$ cat src/rtl/hazard_ctrl.sv
// hazard_ctrl: load-use, branch-flush and DM-wait pipeline sequencing with a saturating stall counter
module hazard_ctrl #(
  parameter int REG_AW   = 5,
  parameter int WAIT_MAX = 15,
  parameter int CNT_W    = 16
) (
  input  logic              clk,
  input  logic              rst,
  input  logic [REG_AW-1:0] id_reg1_addr,
  input  logic [REG_AW-1:0] id_reg2_addr,
  input  logic [REG_AW-1:0] id_sw_addr,
  input  logic              id_reg1_read,
  input  logic              id_reg2_read,
  input  logic              id_sw_read,
  input  logic [REG_AW-1:0] exe_write_addr,
  input  logic              exe_reg_write,
  input  logic              exe_DM_read,
  input  logic              branch_true,
  input  logic              mem_DM_read,
  input  logic              mem_DM_write,
  input  logic              dm_ready,
  output logic              pc_stall,
  output logic              if_id_stall,
  output logic              if_id_flush,
  output logic              id_exe_flush,
  output logic              id_exe_bubble,
  output logic              id_exe_stall,
  output logic              exe_mem_stall,
  output logic              mem_wb_bubble,
  output logic              dm_err,
  output logic [CNT_W-1:0]  stall_cnt
);
  localparam int WW = $clog2(WAIT_MAX + 1);
  typedef enum logic [1:0] {S_RUN, S_WAIT, S_ERR} state_t;
  state_t state;
  logic [WW-1:0] wait_cnt;
  logic mem_acc, freeze, lu;
  assign mem_acc = mem_DM_read | mem_DM_write;
  assign freeze  = (state == S_ERR) | (mem_acc & ~dm_ready);
  // register 0 deliberately not excluded from the hazard match
  assign lu = exe_DM_read & exe_reg_write &
              ((id_reg1_read & (id_reg1_addr == exe_write_addr)) |
               (id_reg2_read & (id_reg2_addr == exe_write_addr)) |
               (id_sw_read   & (id_sw_addr   == exe_write_addr)));
  assign pc_stall      = freeze | (~branch_true & lu);
  assign if_id_stall   = pc_stall;
  assign id_exe_bubble = ~freeze & ~branch_true & lu;
  assign if_id_flush   = ~freeze & branch_true;
  assign id_exe_flush  = if_id_flush;
  assign id_exe_stall  = freeze;
  assign exe_mem_stall = freeze;
  assign mem_wb_bubble = freeze;
  assign dm_err        = state == S_ERR;
  always_ff @(posedge clk or negedge rst) begin
    if (!rst) begin
      state     <= S_RUN;
      wait_cnt  <= '0;
      stall_cnt <= '0;
    end else begin
      if (pc_stall && stall_cnt != '1) stall_cnt <= stall_cnt + CNT_W'(1);
      case (state)
        S_RUN: if (mem_acc && !dm_ready) begin
          state    <= S_WAIT;
          wait_cnt <= WW'(1);
        end
        S_WAIT: if (dm_ready) begin
          state    <= S_RUN;
          wait_cnt <= '0;
        end else if (wait_cnt == WW'(WAIT_MAX)) state <= S_ERR;
        else wait_cnt <= wait_cnt + WW'(1);
        default: state <= S_ERR;
      endcase
    end
  end
endmodule

$ cat config.mk
export PLATFORM = sky130hd
export DESIGN_NAME = hazard_ctrl
export DESIGN_NICKNAME = d
export VERILOG_FILES = /design/src/rtl/hazard_ctrl.sv
export SDC_FILE = /design/constraint.sdc
export NUM_CORES = 1
export LEC_CHECK = 0
export ABC_CLOCK_PERIOD_IN_PS = 2050
export CAP_MARGIN = 20
export CORE_MARGIN = 1.5
export CORE_UTILIZATION = 43
export DETAILED_ROUTE_END_ITERATION = 7
export PLACE_DENSITY = 0.8
export SYNTH_ARGS = -nofsm -noshare
export SYNTH_HDL_FRONTEND = slang
export SYNTH_SLANG_ARGS = --single-unit
export TNS_END_PERCENT = 100
$ cat constraint.sdc
create_clock -name clk -period 2.05 [get_ports clk]
set_input_delay 0.41 -clock clk [delete_from_list [all_inputs] [get_ports clk]]
set_output_delay 0.41 -clock clk [all_outputs]
set_load 0.01 [all_outputs]
Yosys cells after proc, flatten, opt, wreduce, memory -nomap -nowiden
Index checks and enable logic that the tools add are counted.
W data, S select, Z words.
- bits in registers: 22
- bits of input ports: 31
- output and inout port bits: 25
- add/subtract/negate cells: 2
- eq/ne operators: 10
- muxes and demuxes: 8
- bitwise operators: 18
- reduce and logical (&&, ||, !) cells: 7
- operators by type and width (kind ; number):
    $add A16 B1 Y16 const B ; 1
    $ne A16 B16 Y1 const B ; 1
    $eq A5 B5 Y1 ; 3
    $mux W4 ; 3
    $and A1 B1 Y1 ; 10
    $pmux W4 S2 ; 1
    $mux W2 ; 3
    $ne A3 B3 Y1 const B ; 2
    $or A1 B1 Y1 ; 5
    $add A4 B1 Y4 const B ; 1
    $eq A4 B4 Y1 const B ; 1
    $pmux W2 S2 ; 1
    $not A1 Y1 ; 3
    $reduce_and A3 Y1 ; 1
    $eq A2 B1 Y1 const B ; 1
    $eq A2 B2 Y1 const B ; 1
    $logic_and A1 B1 Y1 ; 2
    $logic_not A2 Y1 ; 1
    $ne A2 B2 Y1 const B ; 1
    $reduce_and A2 Y1 ; 1
    $reduce_bool A2 Y1 ; 1
    $logic_not A1 Y1 ; 1

Logic depth before layout (Yosys ltp)
Gate-level depths: netlist of run 1.
- depth in word-level cells: 8
- gate-level depth with buffers: 8
- mapped depth without buffers: 7

Least setup slack after synthesis of run 1
Ideal clock, no wire load.
- path kind: reg2reg
- from: register stall_cnt[0]
- to: register stall_cnt[1]
- setup time: 0.128 ns
- data arrival time: 1.819 ns
- setup slack: 0.103 ns
- cell stages (with the launch flop): 8
- clock period less this slack: 1.947 ns
- cells stage by stage: dfrtp_1 > ha_1 > nand3_1 > nand2b_4 > o32a_1 > o21ai_2 > buf_4 > mux2_1
- longest elaborated chain between the ends: 2
- elaborated cells on any way between the ends: 3
- classes of those cells: 1 x add/sub; 1 x eq/ne; 1 x reduce/logical
- RTL lines (item ; RTL line ; RTL):
    start: declaration ; 31 ; output logic [CNT_W-1:0] stall_cnt
    start signal: assignment ; 60 ; if (pc_stall && stall_cnt != '1) stall_cnt <= stall_cnt + CNT_W'(1);
    parallel branches: the longest is 2 deep, another holds $add A16 B1 Y16 ; n/a ;
Several ways; the timed one is not identified.
A chain may end at the register's enable or synchronous reset.

Worst setup path after layout of run 1
- from: input id_reg1_addr[1]
- to: output id_exe_bubble
- longest elaborated chain between the ends: 6
- RTL lines (item ; RTL line ; RTL):
    start: declaration ; 9 ; input logic [REG_AW-1:0] id_reg1_addr,
    $eq A5 B5 Y1 ; 42 ; ((id_reg1_read & (id_reg1_addr == exe_write_addr)) |
    $and A1 B1 Y1 ; 42 ;
    $or A1 B1 Y1 ; 42 ;
    $or A1 B1 Y1 ; 43 ; (id_reg2_read & (id_reg2_addr == exe_write_addr)) |
    $and A1 B1 Y1 ; 41 ; assign lu = exe_DM_read & exe_reg_write &
    $and A1 B1 Y1 ; 47 ; assign id_exe_bubble = ~freeze & ~branch_true & lu;
    end: declaration ; 26 ; output logic id_exe_bubble,
Every way passes these cells.

==> impl_metrics.py, run 1 <==
metrics = {
    "clock_tree": {
        "hold_buffers": 0,
        "cts_buffers": 3,
        "htreeDepth": 1,
        "cts.sinks": 22,
        "cts-root-buf": "clkbuf_4",
        "worst_skew_pair.late_latency_ps": 310,
        "cts_buffer_depth": 2,
        "cts.reportedPaths.clkPinSlew_ps": 130,
        "cts_tree": "done",
    },
    "timing": {
        "timing.final.crit_share": 0.983,
        "fmax_mhz": 496,
        "worst_slew_pin_slew_ps": 451,
        "hold_violations": 0,
        "timing.slew.headroom": 0.691,
        "skew_ps": 9.72,
        "setup-violations-final": 0,
        "layout_min_cycle_time_ps": 2010,
        "final-max-slew-violation-count": 0,
    },
    "finish": {
        "syn2layout_area_growth_pct": 55.0,
        "diodes": 0,
        "final_nets": 252,
        "final_cell_mix": "24 x clkdlybuf4s50_1, 22 x dfrtp_1, 20 x buf_4",
        "design_area_um2": 2110,
        "final_common_cell": "clkdlybuf4s50_1",
        "n_fill_cell": 251,
        "drive_above_1_share": 0.248,
        "final_cells": 262,
    },
    "synth": {
        "ys_seq_area_frac": 0.404,
        "netlist_area_um2": 1360,
        "yosysWarnings": 0,
        "syn_inst": 144,
        "synth_seq_cells": 22,
        "syn_nets": 177,
        "synth.distinct_cells": 33,
        "syn_avg_cell_area_um2": 9.47,
    },
    "critical_path": {
        "startpoint_type": "primary input",
        "cp_cell_sequence": "dlygate4sd2_1 -> xnor2_1 -> nand4_1 -> buf_4 -> nor2_1 -> o21ai_1 -> nor2_1 -> buf_2",
        "worstReg2RegStart": "stall_cnt[1]$_DFFE_PN0P_",
        "rr_endpoint": "stall_cnt[1]$_DFFE_PN0P_",
        "cp_common_cell": "nor2_1",
        "cp_max_fo": 2,
        "max_stage_delay_ps": 240,
        "worstSetupPathType": "primary input to output pin",
        "worstPathRequired_ps": 1640,
        "end_kind": "output pin",
        "r2r_slack_ps": 120,
        "reg2regPathDepth": 6,
        "crit_slowest_cell": "dlygate4sd2_1",
        "cp_data_arrival_time_ps": 1600,
    },
    "global_route": {
        "grt_max_degree": 23,
        "grt_pass1_vias": 1356,
        "grt_first_pass_wirelength_um": 6400,
        "antenna_found_initial": 0,
        "grt_usage": 0.235,
        "grt_overflow": 0,
    },
    "run_status": {
        "status": "finished clean",
    },
    "routing": {
        "wl_um": 3800,
        "drc_errors": 0,
        "vias": 1332,
        "first_pass_iters": 4,
        "drt_iter0_drc": 70,
        "wl_per_cell_um": 14.5,
        "ant_nets": 0,
        "avgViaCountPerCell": 5.08,
    },
    "pwr": {
        "clockPowerShare": 0.240,
        "intPower_uw": 980,
        "switching_share": 0.299,
        "p_seq_frac": 0.431,
        "pwr-share-comb": 0.329,
        "p_leak_nw": 0.971,
        "p_switching_uw": 417,
        "irDropWorstVdd_v": 0.000724,
        "powerDensity_nw_per_um2": 661,
    },
    "placed_design": {
        "portBuffers": 55,
        "dpl.cell_count": 254,
        "gp_congestion": 0.798,
        "postPlaceCellArea_um2": 2050,
        "dp_hpwl_um": 2920,
    },
    "floorplanning": {
        "die_h_um": 59.3,
        "io_pins": 56,
        "die-area_um2": 3520,
        "core_um2": 3030,
        "row_count": 20,
        "start_util": 0.450,
        "die_w_um": 59.3,
    },
    "run": {
        "cap_violations": 0,
    },
    "hold_path": {
        "worstHoldPathType": "primary input to asynchronous set/reset pin",
    },
}
## how the worst max path moves through the flow
| stage | depth (start not counted) | slack (ps) | startpoint | end |
|---|---|---|---|---|
| 6_report | 8 | 40 | id_reg1_addr[1] | id_exe_bubble |
| 2_1_floorplan | 7 | 100 | stall_cnt[0]$_DFFE_PN0P_ | stall_cnt[1]$_DFFE_PN0P_ |
| 5_1_grt | 8 | -40 | id_reg1_addr[1] | id_exe_bubble |
| 3_3_place_gp | 7 | -580 | exe_write_addr[2] | if_id_stall |
| 3_5_place_dp | 8 | -650 | exe_write_addr[2] | id_exe_bubble |
| 4_1_cts | 8 | 20 | exe_write_addr[4] | id_exe_bubble |
## power by group through the flow
| stage | Combinational (mW) | Clock (mW) | Sequential [mW] |
|---|---|---|---|
| floorplan | 0.161 | 0 | 0.628 |
| global placement | 0.457 | 0 | 0.599 |
| detailed placement | 0.468 | 0 | 0.608 |
| CTS | 0.461 | 0.341 | 0.602 |
| global route | 0.506 | 0.353 | 0.620 |
| finish | 0.460 | 0.335 | 0.602 |
## flip-flops by register name (all words and copies together) (netlist names)
name / flops
stall_cnt: 16
state: 2
wait_cnt: 4
## synth_stat cells, drive strengths merged
master	count	area, µm²
nor4	2	18.8
nand2	18	67.6
nor2b	1	8.76
inv	6	22.5
o211ai	2	15.0
xor2	11	96.3
nand2b	1	13.8
and4	2	17.5
nor3	8	40.0
o21ai	8	43.8
o32a	1	10.0
buf	5	37.5
o21ba	1	10.0
a2111oi	2	23.8
o22ai	1	12.5
dfrtp	22	551
and3	2	13.8
nor2	12	45.0
mux2	3	33.8
xnor2	18	158
nand4	4	25.0
ha	2	25.0
nand3b	1	7.51
a21oi	1	5.00
and2	3	20.0
nand3	6	30.0
a211oi	1	12.5
## final cells by class
type	instances	area (µm²)	area share
Multi-Input combinational cell	111	801	0.379
Timing Repair Buffer	75	632	0.299
Sequential cell	22	551	0.261
Tap cell	44	55.1	0.0261
Clock inverter	1	30.0	0.0142
Clock buffer	3	22.5	0.0107
Inverter	6	22.5	0.0107
## logic make-up after synthesis
logic type / Yosys count / share of synthesized area
AND/OR/NAND/NOR: 60 / 0.226
buffers and inverters: 11 / 0.0440
multiplexers: 3 / 0.0248
flip-flops: 22 / 0.404
AO/OA/AOI/OAI: 17 / 0.0972
adder cells (fa/ha/maj): 2 / 0.0183
XOR/XNOR: 29 / 0.186
## routing by layer
layer,routed length (µm),up-vias,track usage,part of all wire
met2,1960,33,0.396,0.51
met4,19,0,0.0487,0.0050
li1,-,642,-,-
met3,148,2,0.0284,0.039
met1,1680,655,0.324,0.44
met5,0,-,0,0
## critical path, delay by kind of cell
kind / cells / cell delay (ps)
AND/OR/NAND/NOR: 3 / 340
AO/OA/AOI/OAI: 1 / 80
XOR/XNOR: 1 / 210
buffers and inverters: 3 / 550
## metrics by stage
| stage | power [mW] | setup TNS (ps) | hold WS [ps] | setup slack [ps] | util |
|---|---|---|---|---|---|
| after floorplan | 0.788 | 0 | 114 | 103 | - |
| after global placement | 1.06 | -8160 | 474 | -577 | 0.678 |
| after detailed placement | 1.08 | -9660 | 479 | -652 | 0.678 |
| after CTS | 1.40 | 0 | 440 | 15.4 | 0.694 |
| after global routing | 1.48 | -38.6 | 455 | -38.6 | 0.698 |
| final | 1.40 | 0 | 431 | 35.7 | 0.698 |
## timing repair
item / CTS / global route
gates resized for setup: 61 / 13
buffers inserted: 4 / 0
setup endpoints to repair: 23 / 11
pin swaps: 25 / 15
(Power assumes the default switching activity.)
==> run 2, diff against run 1 <==
--- a/config.mk
+++ b/config.mk
@@ -11,6 +11,7 @@
 export CORE_UTILIZATION = 43
 export DETAILED_ROUTE_END_ITERATION = 7
 export PLACE_DENSITY = 0.8
+export SLEW_MARGIN = 20
 export SYNTH_ARGS = -nofsm -noshare
 export SYNTH_HDL_FRONTEND = slang
 export SYNTH_SLANG_ARGS = --single-unit
==> results of run 2 <==
No change in the layout: final DEF, timing and power equal those of run 1.
==> run 3, diff against run 2 <==
--- a/config.mk
+++ b/config.mk
@@ -6,10 +6,10 @@
 export NUM_CORES = 1
 export LEC_CHECK = 0
 export ABC_CLOCK_PERIOD_IN_PS = 2050
-export CAP_MARGIN = 20
-export CORE_MARGIN = 1.5
+export CORE_MARGIN = 2
 export CORE_UTILIZATION = 43
 export DETAILED_ROUTE_END_ITERATION = 7
+export GPL_TIMING_DRIVEN = 0
 export PLACE_DENSITY = 0.8
 export SLEW_MARGIN = 20
 export SYNTH_ARGS = -nofsm -noshare
==> impl_metrics.py, run 3 (same netlist as run 1, synthesis figures left out) <==
metrics = {
    "finish": {
        "final_cell_mix": "23 x clkdlybuf4s50_1, 21 x dfrtp_1, 17 x nand2_1",
        "top_regs": "stall_cnt (16), wait_cnt (4), state (2)",
        "seq_area_um2": 552,
        "utilization": 0.709,
        "final_common_cell": "clkdlybuf4s50_1",
        "final_nets": 250,
        "drive_above_1_share": 0.250,
        "largest_reg_flops": 16,
        "regMostFlops": "stall_cnt",
        "diodes": 0,
        "multiInputGateArea_um2": 823,
        "syn2layout_area_growth_pct": 57.4,
        "n_fill_cell": 241,
    },
    "clock_tree": {
        "worst_skew_pair.late_latency_ps": 310,
        "htreeDepth": 1,
        "cts_tree": "done",
        "cts_buffers": 3,
        "cts.reportedPaths.clkPinSlew_ps": 130,
        "cts.sinks": 22,
        "cts-root-buf": "clkbuf_4",
        "cts_buffer_depth": 2,
    },
    "floorplanning": {
        "die_h_um": 60.3,
        "io_pins": 56,
        "start_util": 0.450,
        "row_count": 20,
        "die-area_um2": 3640,
        "core_um2": 3030,
        "die_w_um": 60.3,
    },
    "global_route": {
        "antenna_found_initial": 0,
        "grt_usage": 0.219,
        "grt_pass1_vias": 1281,
        "grt_first_pass_wirelength_um": 5850,
        "grt_overflow": 0,
        "grt_max_degree": 23,
    },
    "timing": {
        "hold_violations": 0,
        "layout_min_cycle_time_ps": 2020,
        "setup-violations-final": 0,
        "timing.final.crit_share": 0.987,
        "skew_ps": 8.81,
        "timing.slew.headroom": 0.669,
        "rsz0062_at_grt": "yes",
        "fmax_mhz": 494,
        "final-max-slew-violation-count": 0,
        "holdWs_ps": 44.1,
        "worst_slew_pin_slew_ps": 496,
    },
    "routing": {
        "avgViaCountPerCell": 4.99,
        "wl_um": 3640,
        "wl_per_cell_um": 14.0,
        "drc_errors": 0,
        "ant_nets": 0,
        "vias": 1297,
        "first_pass_iters": 4,
        "drt_iter0_drc": 75,
    },
    "critical_path": {
        "end_kind": "output pin",
        "max_stage_delay_ps": 470,
        "reg2regPathDepth": 7,
        "startpoint_type": "primary input",
        "worstSetupPathType": "primary input to output pin",
        "cp_max_fo": 2,
        "cp_cell_sequence": "clkdlybuf4s50_1 -> nand2_2 -> nor4_4 -> a211oi_4 -> inv_1 -> buf_4 -> buf_6",
        "cp_data_arrival_time_ps": 1610,
        "worstPathRequired_ps": 1640,
        "crit_slowest_cell": "clkdlybuf4s50_1",
        "r2r_slack_ps": 100,
        "worstReg2RegStart": "stall_cnt[1]$_DFFE_PN0P_",
        "rr_endpoint": "stall_cnt[1]$_DFFE_PN0P_",
    },
    "pwr": {
        "p_leak_nw": 0.967,
        "total_power_mw": 1.32,
        "powerDensity_nw_per_um2": 614,
        "irDropWorstVdd_v": 0.000686,
    },
    "placed_design": {
        "dp_hpwl_um": 2720,
        "gp_congestion": 0.806,
        "portBuffers": 55,
    },
    "hold_path": {
        "worstHoldPathType": "primary input to asynchronous set/reset pin",
    },
    "run_status": {
        "status": "finished clean",
    },
    "run": {
        "cap_violations": 0,
    },
}
[run 3: cell count changes in the layout (fill, tap and decap cells not counted), moves of 2 or more]
cell and delta:
buf_6 +2, nor4_2 -2, nor2_2 +2, clkdlybuf4s15_1 +5, clkbuf_2 -2, nor2_1 -2
buf_4 -4, dlygate4sd2_1 -3
[run 3: cell type report]
class                   count  share of cell area
multi-input cells         111               0.383
repair buffers             68               0.286
flip-flops and latches     22               0.257
well taps                  44              0.0256
plain buffers               5              0.0192
clock buffers               4              0.0169
inverters                   6              0.0117
[run 3: repair_timing]
item,4_1_cts,5_1_grt
pin swaps,16,15
buffers inserted,8,5
setup endpoints to repair,12,7
hold buffers,0,0
resized for setup,60,21
[run 3: metal layers]
| layer | vias up | wire length [µm] | track usage |
|---|---|---|---|
| met3 | 9 | 148 | 0.0563 |
| met4 | 0 | 67 | 0.0667 |
| met1 | 615 | 1480 | 0.258 |
| met5 | - | 0 | 0 |
| met2 | 38 | 1940 | 0.388 |
| li1 | 635 | - | - |
[run 3: worst max-delay path by stage]
| stage | depth (start not counted) | slack [ps] | to | from |
|---|---|---|---|---|
| 4_1_cts | 8 | -20 | pc_stall | mem_DM_write |
| 3_3_place_gp | 8 | -820 | pc_stall | dm_ready |
| 6_report | 7 | 30 | pc_stall | exe_reg_write |
| 5_1_grt | 8 | -50 | pc_stall | mem_DM_read |
| 3_5_place_dp | 8 | -850 | pc_stall | dm_ready |
| 2_1_floorplan | 7 | 100 | stall_cnt[1]$_DFFE_PN0P_ | stall_cnt[0]$_DFFE_PN0P_ |
[run 3: worst max-delay path: cells and delay by family]
kind            cells  cell delay (ps)
compound gates      1               60
buf+inv             4              730
simple gates        2              410
[run 3: metrics by stage]
| stage | area (µm²) | cells | TNS [ps] | setup WS, ps |
|---|---|---|---|---|
| 3_3_place_gp | 1970 | 243 | -6940 | -819 |
| 6_report | 2150 | 260 | 0 | 26.8 |
| 2_1_floorplan | 1360 | 144 | 0 | 103 |
| 3_5_place_dp | 1970 | 243 | -8230 | -845 |
| 5_1_grt | 2150 | 260 | -55.3 | -45.4 |
| 4_1_cts | 2080 | 255 | -22.1 | -22.1 |
[run 3: report_power, final]
group	internal (mW)	switching, mW
clock network	0.109	0.132
registers	0.509	0.0882
logic	0.278	0.202
